[src/rtl/mips_uart_tx_mmio_pkg.sv]
// Shared definitions for the memory-mapped UART transmitter.
package mips_io_pkg;

    // Default bus addresses of the transmit data and status/control registers
    localparam logic [31:0] TX_ADDR_DEFAULT     = 32'h1001_0024;
    localparam logic [31:0] STATUS_ADDR_DEFAULT = 32'h1001_0028;

    // Bit positions inside the status word
    localparam int unsigned STAT_FULL   = 0;
    localparam int unsigned STAT_EMPTY  = 1;
    localparam int unsigned STAT_ACTIVE = 2;
    localparam int unsigned STAT_OVF    = 3;

    // Transmitter frame states
    typedef enum logic [1:0] {
        ST_IDLE  = 2'd0,
        ST_START = 2'd1,
        ST_DATA  = 2'd2,
        ST_STOP  = 2'd3
    } uart_state_t;

endpackage

[src/rtl/mips_uart_tx_mmio_if.sv]
// Data-memory bus as seen by the UART peripheral.
interface mips_uart_tx_mmio_if;

    logic [31:0] Address;
    logic [31:0] WriteData;
    logic        MemWrite;
    logic        MemRead;
    logic [31:0] ReadData;
    logic        IOSelect;

    modport master (
        output Address, WriteData, MemWrite, MemRead,
        input  ReadData, IOSelect
    );

    modport slave (
        input  Address, WriteData, MemWrite, MemRead,
        output ReadData, IOSelect
    );

endinterface

[src/rtl/mips_uart_tx_mmio_fifo.sv]
// Synchronous FIFO with a combinational read port (dout shows the head entry).
module uart_tx_fifo #(
    parameter int unsigned WIDTH = 8,
    parameter int unsigned DEPTH = 8
) (
    input  logic             clk,
    input  logic             reset,
    input  logic             push,
    input  logic             pop,
    input  logic [WIDTH-1:0] din,
    output logic [WIDTH-1:0] dout,
    output logic             full,
    output logic             empty
);

    localparam int unsigned PTR_W = $clog2(DEPTH);
    localparam int unsigned CNT_W = PTR_W + 1;

    logic [WIDTH-1:0] mem [DEPTH];
    logic [PTR_W-1:0] wr_ptr;
    logic [PTR_W-1:0] rd_ptr;
    logic [CNT_W-1:0] count;
    logic             do_push;
    logic             do_pop;

    assign full    = (count == CNT_W'(DEPTH));
    assign empty   = (count == '0);
    assign do_push = push && !full;
    assign do_pop  = pop && !empty;
    assign dout    = mem[rd_ptr];

    // Storage array; written only on an accepted push
    always_ff @(posedge clk) begin
        if (do_push) begin
            mem[wr_ptr] <= din;
        end
    end

    // Pointers wrap modulo DEPTH; occupancy tracks push/pop balance
    always_ff @(posedge clk) begin
        if (reset) begin
            wr_ptr <= '0;
            rd_ptr <= '0;
            count  <= '0;
        end else begin
            if (do_push) begin
                wr_ptr <= wr_ptr + PTR_W'(1);
            end
            if (do_pop) begin
                rd_ptr <= rd_ptr + PTR_W'(1);
            end
            case ({do_push, do_pop})
                2'b10:   count <= count + CNT_W'(1);
                2'b01:   count <= count - CNT_W'(1);
                default: count <= count;
            endcase
        end
    end

endmodule

[src/rtl/mips_uart_tx_mmio.sv]
// Memory-mapped 8N1 UART transmitter: address decode, status register,
// transmit FIFO and baud-rate serializer.
module mips_uart_tx_mmio
    import mips_io_pkg::*;
#(
    parameter int unsigned CLK_DIV     = 434,
    parameter int unsigned FIFO_DEPTH  = 8,
    parameter logic [31:0] TX_ADDR     = TX_ADDR_DEFAULT,
    parameter logic [31:0] STATUS_ADDR = STATUS_ADDR_DEFAULT
) (
    input  logic                clk,
    input  logic                reset,
    mips_uart_tx_mmio_if.slave  bus,
    output logic                TxD,
    output logic                TxBusy
);

    localparam int unsigned     CNT_W  = $clog2(CLK_DIV);
    localparam logic [CNT_W-1:0] DIV_M1 = CNT_W'(CLK_DIV - 1);

    logic             sel_tx;
    logic             sel_stat;
    logic             push_req;
    logic             push;
    logic             pop;
    logic             ovf_clear;
    logic             fifo_full;
    logic             fifo_empty;
    logic [7:0]       fifo_dout;
    logic             overflow;
    uart_state_t      state;
    logic [CNT_W-1:0] baud_cnt;
    logic [2:0]       bit_idx;
    logic [7:0]       shift;
    logic [31:0]      status;
    logic             unused_wdata;

    assign unused_wdata = ^bus.WriteData[31:8];

    assign sel_tx       = (bus.Address == TX_ADDR);
    assign sel_stat     = (bus.Address == STATUS_ADDR);
    assign bus.IOSelect = sel_tx || sel_stat;

    assign push_req  = bus.MemWrite && sel_tx;
    assign push      = push_req && !fifo_full;
    assign ovf_clear = bus.MemWrite && sel_stat && bus.WriteData[STAT_OVF];

    // A new byte is taken whenever the line is free: from IDLE, or at the
    // last cycle of STOP so that queued frames follow with no gap
    assign pop = !fifo_empty &&
                 ((state == ST_IDLE) || ((state == ST_STOP) && (baud_cnt == '0)));

    assign TxBusy = !fifo_empty || (state != ST_IDLE);

    uart_tx_fifo #(
        .WIDTH (8),
        .DEPTH (FIFO_DEPTH)
    ) u_fifo (
        .clk   (clk),
        .reset (reset),
        .push  (push),
        .pop   (pop),
        .din   (bus.WriteData[7:0]),
        .dout  (fifo_dout),
        .full  (fifo_full),
        .empty (fifo_empty)
    );

    // Sticky overflow: set by a store into a full FIFO, write-1-to-clear wins
    always_ff @(posedge clk) begin
        if (reset) begin
            overflow <= 1'b0;
        end else if (ovf_clear) begin
            overflow <= 1'b0;
        end else if (push_req && fifo_full) begin
            overflow <= 1'b1;
        end
    end

    // Status word, visible only during a load from the status address
    always_comb begin
        status              = '0;
        status[STAT_FULL]   = fifo_full;
        status[STAT_EMPTY]  = fifo_empty;
        status[STAT_ACTIVE] = (state != ST_IDLE);
        status[STAT_OVF]    = overflow;
        bus.ReadData        = (bus.MemRead && sel_stat) ? status : '0;
    end

    // Frame serializer; TxD is registered and changes with each state/bit step
    always_ff @(posedge clk) begin
        if (reset) begin
            state    <= ST_IDLE;
            baud_cnt <= '0;
            bit_idx  <= '0;
            shift    <= '0;
            TxD      <= 1'b1;
        end else begin
            case (state)
                ST_IDLE: begin
                    TxD <= 1'b1;
                    if (pop) begin
                        shift    <= fifo_dout;
                        baud_cnt <= DIV_M1;
                        TxD      <= 1'b0;
                        state    <= ST_START;
                    end
                end
                ST_START: begin
                    if (baud_cnt == '0) begin
                        baud_cnt <= DIV_M1;
                        bit_idx  <= '0;
                        TxD      <= shift[0];
                        state    <= ST_DATA;
                    end else begin
                        baud_cnt <= baud_cnt - CNT_W'(1);
                    end
                end
                ST_DATA: begin
                    if (baud_cnt == '0) begin
                        baud_cnt <= DIV_M1;
                        if (bit_idx == 3'd7) begin
                            TxD   <= 1'b1;
                            state <= ST_STOP;
                        end else begin
                            bit_idx <= bit_idx + 3'd1;
                            shift   <= {1'b0, shift[7:1]};
                            TxD     <= shift[1];
                        end
                    end else begin
                        baud_cnt <= baud_cnt - CNT_W'(1);
                    end
                end
                ST_STOP: begin
                    if (baud_cnt == '0) begin
                        if (pop) begin
                            shift    <= fifo_dout;
                            baud_cnt <= DIV_M1;
                            TxD      <= 1'b0;
                            state    <= ST_START;
                        end else begin
                            TxD   <= 1'b1;
                            state <= ST_IDLE;
                        end
                    end else begin
                        baud_cnt <= baud_cnt - CNT_W'(1);
                    end
                end
                default: begin
                    TxD   <= 1'b1;
                    state <= ST_IDLE;
                end
            endcase
        end
    end

endmodule

[src/flat_wrapper.sv]
// flat-port wrapper written by rule: the top's interface ports become plain ports
module mips_uart_tx_mmio_flat import mips_io_pkg::*;
#(
    parameter int unsigned CLK_DIV     = 434,
    parameter int unsigned FIFO_DEPTH  = 8,
    parameter logic [31:0] TX_ADDR     = TX_ADDR_DEFAULT,
    parameter logic [31:0] STATUS_ADDR = STATUS_ADDR_DEFAULT
)
  (clk, reset, TxD, TxBusy, bus_Address, bus_WriteData, bus_MemWrite, bus_MemRead, bus_ReadData, bus_IOSelect);
  mips_uart_tx_mmio_if bus_i ();
  input  logic clk;
  input  logic reset;
  output logic TxD;
  output logic TxBusy;
  input wire logic [$bits(bus_i.Address)-1:0] bus_Address;
  input wire logic [$bits(bus_i.WriteData)-1:0] bus_WriteData;
  input wire logic [$bits(bus_i.MemWrite)-1:0] bus_MemWrite;
  input wire logic [$bits(bus_i.MemRead)-1:0] bus_MemRead;
  output wire logic [$bits(bus_i.ReadData)-1:0] bus_ReadData;
  output wire logic [$bits(bus_i.IOSelect)-1:0] bus_IOSelect;
  assign bus_i.Address = bus_Address;
  assign bus_i.WriteData = bus_WriteData;
  assign bus_i.MemWrite = bus_MemWrite;
  assign bus_i.MemRead = bus_MemRead;
  assign bus_ReadData = bus_i.ReadData;
  assign bus_IOSelect = bus_i.IOSelect;
  mips_uart_tx_mmio #(.CLK_DIV(CLK_DIV), .FIFO_DEPTH(FIFO_DEPTH), .TX_ADDR(TX_ADDR), .STATUS_ADDR(STATUS_ADDR)) u_core (.clk(clk), .reset(reset), .bus(bus_i), .TxD(TxD), .TxBusy(TxBusy));
endmodule
[config.mk]
export PLATFORM = sky130hd
export DESIGN_NAME = mips_uart_tx_mmio_flat
export DESIGN_NICKNAME = d
export VERILOG_FILES = /design/src/rtl/mips_uart_tx_mmio_pkg.sv /design/src/rtl/mips_uart_tx_mmio_if.sv /design/src/rtl/mips_uart_tx_mmio_fifo.sv /design/src/rtl/mips_uart_tx_mmio.sv /design/src/flat_wrapper.sv
export SDC_FILE = /design/constraint.sdc
export NUM_CORES = 1
export LEC_CHECK = 0
export ABC_AREA = 1
export CORE_AREA = 2 2 101 152
export DETAILED_ROUTE_END_ITERATION = 8
export DIE_AREA = 0 0 103 154
export GPL_TIMING_DRIVEN = 0
export PLACE_DENSITY = 0.66
export SLEW_MARGIN = 0
export SYNTH_ARGS = -nofsm -noshare
export SYNTH_HDL_FRONTEND = slang
export SYNTH_SLANG_ARGS = --single-unit
[constraint.sdc]
create_clock -name clk -period 3.4 [get_ports clk]
set_clock_uncertainty 0.05 [all_clocks]
set_input_delay 0.68 -clock clk [delete_from_list [all_inputs] [get_ports clk]]
set_output_delay 0.68 -clock clk [all_outputs]
set_load 0.05 [all_outputs]
# After elaboration in Yosys (flattened, before gate mapping)
# Memories as Yosys holds them, arrays and structs flattened. A register that Yosys moved wholly into a read port is not among the register bits.
# Index checks and enable logic that the tools add are counted.
# classes
add_sub_neg,6
eq_ne,15
mux,32
n_reduce_logical,28
# op_table
cell,count
$eq 32x29->1 const B,2
$mux 8,4
$mux 9,3
$pmux 9 s3,1
$pmux 8 s3,1
$mux 3,5
$logic_and 1x1->1,10
$mux 2,5
$add 3x1->3 const B,3
$logic_not 9->1,1
$sub 9x1->9 const B,1
$mux 1,8
$pmux 2 s4,1
$pmux 4 s2,1
$reduce_and 4->1,2
$eq 2x2->1 const B,3
$ne 2x1->1 const B,3
$ne 2x2->1 const B,3
$pmux 3 s2,1
$reduce_bool 2->1,3
$reduce_and 5->1,1
$add 4x1->4 const B,1
$eq 2x1->1 const B,2
$eq 4x4->1 const B,1
other kinds (11),15
# word_totals
ff_bits,34
ram_bits,64
inputBits,68
out_inout_bits,35
word_cells,91
n_memories,1
# mem_list
memory,depth,width,read_ports,rd_ports_with_merged_regs,write_ports,line_no,text
u_core.u_fifo.mem,8,8,1,1,1,mips_uart_tx_mmio_fifo.sv:19,logic [WIDTH-1:0] mem [DEPTH];

# Longest topological paths before layout
# logic_depth
word_depth,7
ltp_mapped,14
mapped_depth_nobuf,14

# Hierarchy
# From an unflattened synthesis, not the netlist that was laid out.
# unflattened
hier_cells,573
area_unflattened_um2,5275.1
# by_module_without_submodules
module,instances,cells_per_inst,area_each_um2,seq_area_each_um2
uart_tx_fifo,1,276,3218.1,2182.1
mips_uart_tx_mmio,1,297,2057.0,480.5

# Worst setup path after synthesis
# No wires, ideal clock.
# synth_timing
path_kind,input to output
startpoint,in bus_Address[1]
endpoint,out bus_IOSelect
t_arrival_ps,2097
required_time_ps,2670
slack_ps,573
stages,5
n_path_buf,0
path_cell_list,nor2_1 nand3_1 nor2_1 nand2_1 o21ai_0
# synth_via
elab_chain_len,2
elab_cells_between_ends,3
cone_classes,2 x eq/ne; 1 x reduce/logical
# synth_lines
element,line_no,text
start: declaration,flat_wrapper.sv:15,input wire logic [$bits(bus_i.Address)-1:0] bus_Address;
"$eq 32x29->1, on equally long branches","mips_uart_tx_mmio.sv:40, mips_uart_tx_mmio.sv:41",
$logic_or 1x1->1 (*),mips_uart_tx_mmio.sv:42,assign bus.IOSelect = sel_tx || sel_stat;
end: declaration,flat_wrapper.sv:20,output wire logic [$bits(bus_i.IOSelect)-1:0] bus_IOSelect;
# Mark *: on every way between the ends. The rest lies on a longest branch, timed or not.

# Final worst setup path
# layout_timing
startpoint,in bus_Address[11]
endpoint,out bus_ReadData[2]
# layout_via
elab_chain_len,3
# layout_lines
element,line_no,text
$eq 32x29->1,mips_uart_tx_mmio.sv:41,assign sel_stat = (bus.Address == STATUS_ADDR);
$logic_and 1x1->1,mips_uart_tx_mmio.sv:87,bus.ReadData = (bus.MemRead && sel_stat) ? status : '0;
$mux 4,mips_uart_tx_mmio.sv:87,
end: declaration,flat_wrapper.sv:19,output wire logic [$bits(bus_i.ReadData)-1:0] bus_ReadData;
# No other way between the ends.

==> flow_summary_export.csv <==
group,metric,value,unit
clocking,cts_made_buffers,9,
worst_setup_path,cpMostUsedCell,"nor2_1",
power,p_per_area,762.7,nW/µm²
clocking,clk_transition_reported_paths,0.07,ns
global_routing,grt_max_degree,18,
timing,period_needed,3.185,ns
timing,final-hold-violation-count,0,
placed_design,io_buffer_count,50,
placed_design,gp_congestion,0.8627,
worst_setup_path,slowest_delay,0.52,ns
global_routing,grt_antenna_before_repair,0,
synth,synth_cell_types,35,
synth,synth_cells,587,
clocking,clockBufferDepth,2,
global_routing,grt_pass1_vias,3871,
global_routing,grt_pass1_wl,18430,µm
routing,vias,4054,
cells_and_area,drive_gt1_share,14.71,%
power,vdd_drop_max,0.0005331,V
floorplan,die-height,154,µm
synth,synthesis.area,5151,µm²
worst_setup_path,cp.arrival,2.45,ns
worst_setup_path,cp_top_family,"buffers and inverters",
synth,synth-xor-area-share,0.6801,%
worst_setup_path,cp.required,2.67,ns
placed_design,dp_cells,860,
global_routing,grt_usage,15.20,%
synth,synthTopCellsByCount,"nand2_1 (122), nand3_1 (83), nor2_1 (71), edfxtp_1 (64), dfxtp_1 (37)",
timing,rsz0062_at_grt,"no",
worst_setup_path,cp-start-kind,"input port",
worst_setup_path,critical_path_class,"in2out",
synth,synth_top_cells_by_area,"edfxtp_1 (37%), dfxtp_1 (14%), nand2_1 (8.9%)",
clocking,cts-root-buf,"clkbuf_16",
run,max_cap_viol_count,0,
routing,drtIter0Drc,187,
cells_and_area,syn2layout_area_growth,22.01,%
floorplan,rows,54,
routing,drcViolationCount,0,
worst_setup_path,worst-path-buf-inv,2,
routing,drt-pass1-iter-count,4,
synth,synth.largest_area_cell,"edfxtp_1",
synth,synth_adder_area_share,3.401,%
synth,synth_warnings,0,
timing,drv_slew,0,
power,total_power,4.794,mW
global_routing,gr-total-overflow,0,
placed_design,post-dp-hpwl,8494,µm
synth,ys_seq_elements,101,
cells_and_area,diodes,0,
timing,finalSetupViolations,0,
synth,synth_ff_type,"edfxtp_1",
run_status,status,"finished clean",
clocking,cts.sinks,101,
floorplan,initial_core_util,35.63,%
cells_and_area,fill_cells,1434,
routing,wire_per_inst,13.24,µm
timing,relSlewSlack,38.04,%
clocking,clkLatencyLatePin,0.34,ns
synth,synth_compound_area_share,7.068,%
worst_setup_path,critical_path.endpoint_type,"primary output",
timing,tightestPinTransition,0.9260,ns
synth,synth_top_family_by_area,"simple AND/OR/NAND/NOR gates",
cells_and_area,finalNetCount,757,
cells_and_area,fin_util,43.47,%
timing,fin_crit_sh,93.66,%
synth,yosys.area_share.simple,27.57,%
floorplan,dieArea,15860,µm²
synth,synth_edf_count,64,
cells_and_area,fin_cells,876,
floorplan,die_w,103,µm
synth,ys_seq_area_share,51.69,%
synth,async_flop_share,0,%
floorplan,coreArea,14460,µm²
synth,synth_mux_area_share,0,%
timing,max_freq,314.0,MHz
worst_setup_path,cp_max_fo,4,
clocking,cts_max_level,3,
clocking,cts_tree,"yes",
floorplan,ioPinCount,103,
routing,detail-route-antenna-nets,0,
routing,viasPerCell,4.628,
synth,avgSynthCellArea,8.775,µm²
hold_path,hp-class,"reg2reg",
synth,synth_top_area_share,37.31,%
power,p_leak,2.613,nW
routing,routed_wl,11600,µm
synth,synth_most_common_cell,"nand2_1",
worst_setup_path,cp_slowest_cell,"clkdlybuf4s15_1",
worst_setup_path,path_cells,"clkdlybuf4s50_1 -> nor2_1 -> nand2_1 -> nor2_1 -> nor3b_1 -> nand3_1 -> nor2_1 -> clkdlybuf4s15_1",
clocking,hold_buffers,0,
-- report_power, final --
group          switching [mW]  total [mW]  leakage, nW  internal (mW)
registers              0.0929        1.53        0.879           1.44
logic                    1.42        2.23         1.59          0.811
clock network           0.455        1.03        0.148          0.579
total                    1.97        4.79         2.61           2.83
-- worst register-to-register path, stage by stage, from the launching register on --
cell and delay (ns):
dfxtp_1 0.33, inv_1 0.12, ha_1 0.18, nand2_1 0.09, nor2_4 0.17, nand3_2 0.14, a21boi_2 0.33, ha_1 0.29
xor2_1 0.29, ha_1 0.21, a21oi_1 0.05, xnor2_1 0.13, o21ai_0 0.15, inv_1 0.05
-- routing by layer --
| metal | global-route usage [%] | wire length, µm | up-vias |
|---|---|---|---|
| met5 | 0 | 0 | - |
| met4 | 9.524 | 251 | 0 |
| met3 | 3.000 | 436 | 14 |
| met2 | 26.53 | 6385 | 106 |
| met1 | 16.29 | 4522 | 1850 |
| li1 | - | - | 2084 |
-- layout by cell type, fill, tap and decap left out, drive strengths merged, types with 7 or more instances in the layout --
master,synthesis,final
nand4,7,7
buf,42,42
ha,14,14
a21oi,29,29
nand2,133,133
inv,44,47
nand3,84,84
clkdlybuf4s50,0,45
or2,9,9
edfxtp,64,64
conb,1,28
nor2,74,74
clkbuf,6,19
o21ai,26,26
dfxtp,37,37
-- per-stage QoR --
stage | hold slack, ns | cell area [µm²] | setup WS, ns | setup TNS [ns]
floorplan | 0.3834 | 5253 | 0.5733 | 0
global placement | 0.4006 | 5998 | -0.07234 | -0.2728
detailed placement | 0.4063 | 5998 | -0.1014 | -0.3898
CTS | 0.4218 | 6292 | 0.004611 | 0
global route | 0.4500 | 6285 | 0.008108 | 0
finish | 0.4171 | 6285 | 0.2154 | 0
-- final timing paths --
check	cells after the start	from	endpoint	slack (ns)
worst max-delay path	8	bus_Address[11]	bus_ReadData[2]	0.22
worst min-delay path	2	u_core.u_fifo.rd_ptr[2]	u_core.u_fifo.rd_ptr[2]	0.42
worst max register to register	13	u_core.baud_cnt[0]	u_core.u_fifo.count[2]	0.73
worst min register to register	2	u_core.u_fifo.rd_ptr[2]	u_core.u_fifo.rd_ptr[2]	0.42
-- state kept, by name (all words and copies together), names as in the netlist, named ones only --
register,flops
u_core.u_fifo.wr_ptr,3
u_core.u_fifo.rd_ptr,3
u_core.overflow,1
u_core.bit_idx,3
u_core.shift,8
u_core.baud_cnt,9
u_core.TxD,1
u_core.state,2
u_core.u_fifo.mem,64
u_core.u_fifo.count,4
-- area by class of cell --
class / instances / area (µm²) / area share [%]
Buffer: 48 / 325.3 / 5.176
Multi-Input combinational cell: 421 / 2100 / 33.41
Timing Repair Buffer: 50 / 488.0 / 7.764
Clock buffer: 10 / 229.0 / 3.643
Inverter: 44 / 165.2 / 2.628
Clock inverter: 6 / 70.07 / 1.115
Sequential cell: 101 / 2663 / 42.37
Tap cell: 196 / 245.2 / 3.902
-- repair_timing --
item / CTS / global route
hold endpoints to repair: 0 / 0
buffers inserted: 0 / 0
resized for setup: 4 / 8
setup endpoints to repair: 4 / 5
-- cell families (layout without fill, tap and decap cells) --
group / after synthesis / in the layout
XOR/XNOR: 4 / 4
AO/OA/AOI/OAI: 63 / 63
flip-flops: 101 / 101
AND/OR/NAND/NOR: 312 / 312
buffers and inverters: 92 / 158
other: 1 / 28
adder cells (fa/ha/maj): 14 / 14
Power figures use the tool's default switching activity.
